<file path="src/rtl/axis_rx_fifo.sv">
// AXI4-Stream receive FIFO, first-word fall-through, with a sticky underflow flag.
// Optional stored-packet counter is enabled by defining AXIS_RX_FIFO_PKT_CNT_EN.
module axis_rx_fifo #(
   parameter int unsigned DATA_WIDTH = 32,
   parameter int unsigned USER_WIDTH = 1,
   parameter int unsigned DEPTH      = 8
) (
   input  logic                          aclk,
   input  logic                          areset,
   input  logic [DATA_WIDTH-1:0]         s_tdata,
   input  logic [DATA_WIDTH/8-1:0]       s_tkeep,
   input  logic                          s_tlast,
   input  logic [USER_WIDTH-1:0]         s_tuser,
   input  logic                          s_tvalid,
   output logic                          s_tready,
   input  logic                          flush,
   input  logic                          rd_en,
   output logic [DATA_WIDTH-1:0]         rd_data,
   output logic [DATA_WIDTH/8-1:0]       rd_keep,
   output logic                          rd_last,
   output logic [USER_WIDTH-1:0]         rd_user,
   output logic                          rd_valid,
   output logic [$clog2(DEPTH):0]        level,
   output logic                          underflow_err,
   output logic [$clog2(DEPTH):0]        pkt_cnt
);

   localparam int unsigned KEEP_WIDTH = DATA_WIDTH / 8;
   localparam int unsigned AW         = $clog2(DEPTH);
   localparam int unsigned LW         = AW + 1;
   localparam int unsigned EW         = DATA_WIDTH + KEEP_WIDTH + 1 + USER_WIDTH;

   logic [EW-1:0] mem_q [DEPTH];
   logic [AW-1:0] wr_ptr_q, wr_ptr_d;
   logic [AW-1:0] rd_ptr_q, rd_ptr_d;
   logic [LW-1:0] level_q, level_d;
   logic          underflow_q, underflow_d;
   logic          push;
   logic          pop;
   logic [EW-1:0] head;

   // Handshake and status decode purely from registered occupancy.
   assign s_tready      = (level_q != LW'(DEPTH));
   assign rd_valid      = (level_q != '0);
   assign level         = level_q;
   assign underflow_err = underflow_q;

   // Flush wins: a beat offered during flush is handshaken but never stored.
   assign push = s_tvalid & s_tready & ~flush;
   assign pop  = rd_en & rd_valid & ~flush;

   assign head = mem_q[rd_ptr_q];
   assign {rd_data, rd_keep, rd_last, rd_user} = head;

   always_comb begin
      wr_ptr_d    = wr_ptr_q;
      rd_ptr_d    = rd_ptr_q;
      level_d     = level_q;
      underflow_d = underflow_q;
      if (flush) begin
         wr_ptr_d    = '0;
         rd_ptr_d    = '0;
         level_d     = '0;
         underflow_d = 1'b0;
      end else begin
         if (push) wr_ptr_d = wr_ptr_q + AW'(1);
         if (pop)  rd_ptr_d = rd_ptr_q + AW'(1);
         case ({push, pop})
            2'b10:   level_d = level_q + LW'(1);
            2'b01:   level_d = level_q - LW'(1);
            default: level_d = level_q;
         endcase
         if (rd_en && !rd_valid) underflow_d = 1'b1;
      end
   end

   always_ff @(posedge aclk) begin
      if (areset) begin
         wr_ptr_q    <= '0;
         rd_ptr_q    <= '0;
         level_q     <= '0;
         underflow_q <= 1'b0;
      end else begin
         wr_ptr_q    <= wr_ptr_d;
         rd_ptr_q    <= rd_ptr_d;
         level_q     <= level_d;
         underflow_q <= underflow_d;
      end
   end

   // Storage needs no reset; content is only observed while rd_valid is high.
   always_ff @(posedge aclk) begin
      if (push) mem_q[wr_ptr_q] <= {s_tdata, s_tkeep, s_tlast, s_tuser};
   end

`ifdef AXIS_RX_FIFO_PKT_CNT_EN
   logic [LW-1:0] pkt_cnt_q, pkt_cnt_d;

   always_comb begin
      pkt_cnt_d = pkt_cnt_q;
      if (flush) begin
         pkt_cnt_d = '0;
      end else begin
         case ({push & s_tlast, pop & rd_last})
            2'b10:   pkt_cnt_d = pkt_cnt_q + LW'(1);
            2'b01:   pkt_cnt_d = pkt_cnt_q - LW'(1);
            default: pkt_cnt_d = pkt_cnt_q;
         endcase
      end
   end

   always_ff @(posedge aclk) begin
      if (areset) pkt_cnt_q <= '0;
      else        pkt_cnt_q <= pkt_cnt_d;
   end

   assign pkt_cnt = pkt_cnt_q;
`else
   assign pkt_cnt = '0;
`endif

endmodule
</file>
<file path="config.mk">
export PLATFORM = sky130hd
export DESIGN_NAME = axis_rx_fifo
export DESIGN_NICKNAME = d
export VERILOG_FILES = /design/src/rtl/axis_rx_fifo.sv
export SDC_FILE = /design/constraint.sdc
export NUM_CORES = 1
export LEC_CHECK = 0
export BUFFER_PORTS_ARGS = -buffer_cell sky130_fd_sc_hd__buf_2
export CAP_MARGIN = 40
export CELL_PAD_IN_SITES_DETAIL_PLACEMENT = 0
export CELL_PAD_IN_SITES_GLOBAL_PLACEMENT = 1
export CORE_MARGIN = 2
export CORE_UTILIZATION = 23
export CTS_CLUSTER_SIZE = 20
export DETAILED_ROUTE_END_ITERATION = 8
export HOLD_SLACK_MARGIN = 0.1
export PLACE_DENSITY = 0.43
export SLEW_MARGIN = 10
export SYNTH_ARGS = -nofsm -noshare
export SYNTH_HDL_FRONTEND = slang
export SYNTH_SLANG_ARGS = --single-unit
</file>
<file path="constraint.sdc">
create_clock -name aclk -period 6.4 [get_ports aclk]
set_clock_uncertainty 0.1 [all_clocks]
set_input_delay 1.28 -clock aclk [delete_from_list [all_inputs] [get_ports aclk]]
set_output_delay 1.28 -clock aclk [all_outputs]
set_load 0.005 [all_outputs]
</file>
==> results by group <==
Synthesis
  • Proportion of synthesized chip area in sequential cells: 0.776
  • Warning count from the yosys run: 0
  • Mean area per synthesized cell: 22.9 um2
  • Fraction of registers with async set/reset: 0
  • Post-synth top area share: 0.753
  • Number of flops mapped to enable cells by yosys: 304
  • Top area cells in the synthesized netlist: edfxtp_1 75%, mux4_2 14%, mux2_2 3.5%
  • Summed instance area of the synthesized netlist: 12,100 um2
  • Biggest area consumer among synthesized cells: edfxtp_1
  • Main synth FF type: edfxtp_1
  • Count of cell types in the netlist: 32
  • Gate count of the mapped netlist: 529
  • Synthesized flop and latch total: 318

Setup path
  • Slowest cell on crit path: dfxtp_4
  • Cell class contributing the biggest share of worst-path delay: multiplexers
  • Required time worst endpoint: 5020 ps
  • Worst Reg2Reg Path Length in Cells: 5
  • Register-to-register setup slack: 3260 ps
  • Endpoint of the lowest-slack register-to-register path: mem_q[2][22]$_DFFE_PP_
  • Launch instance of the worst register-to-register path: level[0]$_SDFFE_PP0P_
  • Critical Path Source Type: register
  • Longest individual stage delay on the worst path: 800 ps
  • CP endpoint kind: output pin
  • Arrival time at the worst endpoint: 3010 ps
  • Buf/Inv on CP: 2
  • Crit Path Category: register to output pin
  • Crit Path Max Fanout: 31
  • Critical-path cell list: buf_4 -> mux4_2 -> mux2_2 -> buf_2

Placement
  • DP Wirelength: 16,200 um
  • Final weighted congestion in routability-driven placement: 0.638
  • IO Port Bufs: 87
  • Total instance count after detailed placement: 1,294

Pwr
  • IR Drop Worst-Case VDD: 0.154 mV
  • Power density over the cells: 302 nW/um2
  • Leak pwr: 4.59 nW

Finish
  • Share of post-route cells with drive strength above 1: 0.423
  • Final #Nets: 692
  • Finished Layout Cells: 1,360
  • Layout-stage area growth over the synthesis result: 20.8%

Detailed routing
  • Count of routing violations after the opening detailed-route iteration: 331
  • First-pass iteration count of the detailed router: 4
  • Count of nets left with antenna violations after detail routing: 0
  • Routed via count: 5,515
  • Residual DRC count: 0
  • Detailed-route wire length: 27,800 um
  • Wirelength per Cell: 20.5 um
  • Via/cell ratio: 4.06

Clock network
  • H-tree depth: 2
  • Hold-fix buffers, CTS: 0
  • Total setup buffers inserted after CTS: 0
  • Total clock sinks: 318
  • Register clock-pin slew on the reported worst setup and hold paths: 60 ps
  • CTS tree: built
  • Cts bufs inserted: 36
  • Post-CTS sizing: 0
  • Clock network latency to the later pin of the worst-skew pair: 540 ps
  • Deepest clock path buffer count: 3
  • CTS Root Cell: clkbuf_16

Floorplanning
  • Chip Height: 234 um
  • Starting density of the core: 0.232
  • Top-level I/O count: 92
  • Core area: 52,300 um2
  • Number of standard-cell rows in the floorplan: 84
  • Die X: 234 um
  • DIE AREA: 54,600 um2

Min path
  • Worst hold path cell count: 2
  • Worst Hold Endpoint: underflow_err$_SDFFE_PP0P_
  • Worst Hold Launch: underflow_err$_SDFFE_PP0P_
  • Path class of the lowest-slack min-delay path: register to register

STA
  • Transition at the pin with the smallest max-transition slack: 811 ps
  • Final Hold Violating Endpoints: 0
  • Time the worst path needs with I/O delays and setup: 4390 ps
  • Period utilisation layout: 0.685
  • Count of pins over their slew limit: 0
  • Worst rel slew slack: 0.458
  • Final Setup Violations: 0
  • Final-layout setup total negative slack: 0 ps
  • Unrepaired setup endpoints after global routing: no
  • F_max: 228 MHz

Global route
  • Wire length of the first global-routing pass: 40,500 um
  • Largest net degree at the start of global routing: 51
  • Number of global-route vias before repair: 6,061
  • Global route total overflow: 0
  • Number of antenna violations at the first check in global routing: 4
  • Aggregate global-route resource usage: 0.104

Run
  • Max Cap Viol: 0

Status
  • Status: completed
[cell usage in the layout (no fill, tap or decap), types with 2 or more instances in the layout]
| cell type | synthesis | layout |
|---|---|---|
| inv_6 | 0 | 3 |
| edfxtp_1 | 304 | 304 |
| mux4_2 | 76 | 76 |
| dfxtp_4 | 0 | 2 |
| xor2_1 | 7 | 7 |
| or2_2 | 2 | 2 |
| bufinv_16 | 0 | 3 |
| conb_1 | 1 | 4 |
| or3_1 | 2 | 2 |
| nor3_2 | 0 | 2 |
| clkbuf_16 | 0 | 37 |
| clkbuf_1 | 10 | 4 |
| buf_16 | 0 | 3 |
| buf_2 | 5 | 87 |
| dfxtp_1 | 14 | 11 |
| a21oi_1 | 4 | 4 |
| nand2b_1 | 3 | 3 |
| ha_1 | 5 | 5 |
| nor2_4 | 0 | 6 |
| mux2_2 | 38 | 38 |
| nor2_1 | 19 | 13 |
| nand3_1 | 5 | 5 |
| clkinv_2 | 0 | 11 |
| clkinv_1 | 0 | 7 |
| nand2_1 | 6 | 6 |
| buf_4 | 4 | 13 |
[tightest hold or removal path, delay by kind of cell (launching register included)]
kind	cells	cell delay, ps
simple gates	2	130
flops	1	330
[worst max path at each step]
stage | end | depth (start not counted) | slack [ps]
6_report | rd_last | 4 | 2010
4_1_cts | rd_last | 4 | 1840
3_5_place_dp | rd_last | 4 | 2430
2_1_floorplan | mem_q[0][0]$_DFFE_PP_ | 3 | 1480
5_1_grt | rd_last | 4 | 1750
3_3_place_gp | rd_last | 4 | 2460
[metrics by stage]
stage	util	cell area, um2	hold slack, ps	setup WS (ps)	total power [mW]
2_1_floorplan	-	12100	354	1480	2.40
3_3_place_gp	0.257	13400	353	2460	2.46
3_5_place_dp	0.258	13500	359	2430	2.47
4_1_cts	0.280	14700	385	1840	4.50
5_1_grt	0.280	14700	407	1750	4.58
6_report	0.280	14700	388	2010	4.42
[power breakdown]
group	switching, mW	internal (mW)	total [mW]
clock	0.825	1.18	2.00
sequential	0.00718	2.30	2.30
combinational	0.0660	0.0480	0.114
total	0.898	3.52	4.42
[cell usage after synthesis, types with 6 or more instances]
cell type	instances
edfxtp_1	304
mux4_2	76
mux2_2	38
nor2_1	19
dfxtp_1	14
clkbuf_1	10
xor2_1	7
nand2_1	6
[state kept, by name, summed over array words and instances (netlist names), named ones only]
signal / cells
underflow_err: 1
wr_ptr_q: 3
mem_q: 304
rd_ptr_q: 3
level: 4
[cells by family (layout without fill, tap and decap cells)]
logic type / after synthesis / after routing / synth area share
DFF: 318 / 318 / 0.776
xor gates and xnor gates: 7 / 7 / 0.00505
adders and majority gates: 5 / 5 / 0.00516
other: 1 / 5 / 0.000309
buffers and inverters: 30 / 169 / 0.0141
and+or+nand+nor: 45 / 45 / 0.0183
AOI/OAI and AO/OA: 8 / 8 / 0.00413
muxes: 115 / 115 / 0.177
[layer usage]
metal	GRT usage	part of all wire
met1	0.130	0.43
met3	0.0341	0.059
met4	0.0297	0.022
met2	0.174	0.49
met5	0	0.0011
[cell type report]
cell class	count	area, um2
Clock inverter	24	198
Clock buffer	41	941
Timing Repair Buffer	103	616
Sequential cell	318	9420
Tap cell	688	861
Multi-Input combinational cell	184	2620
Antenna cell	1	2.50
Inverter	1	3.75
Fill cell	5192	37700
(Power assumes the default switching activity.)
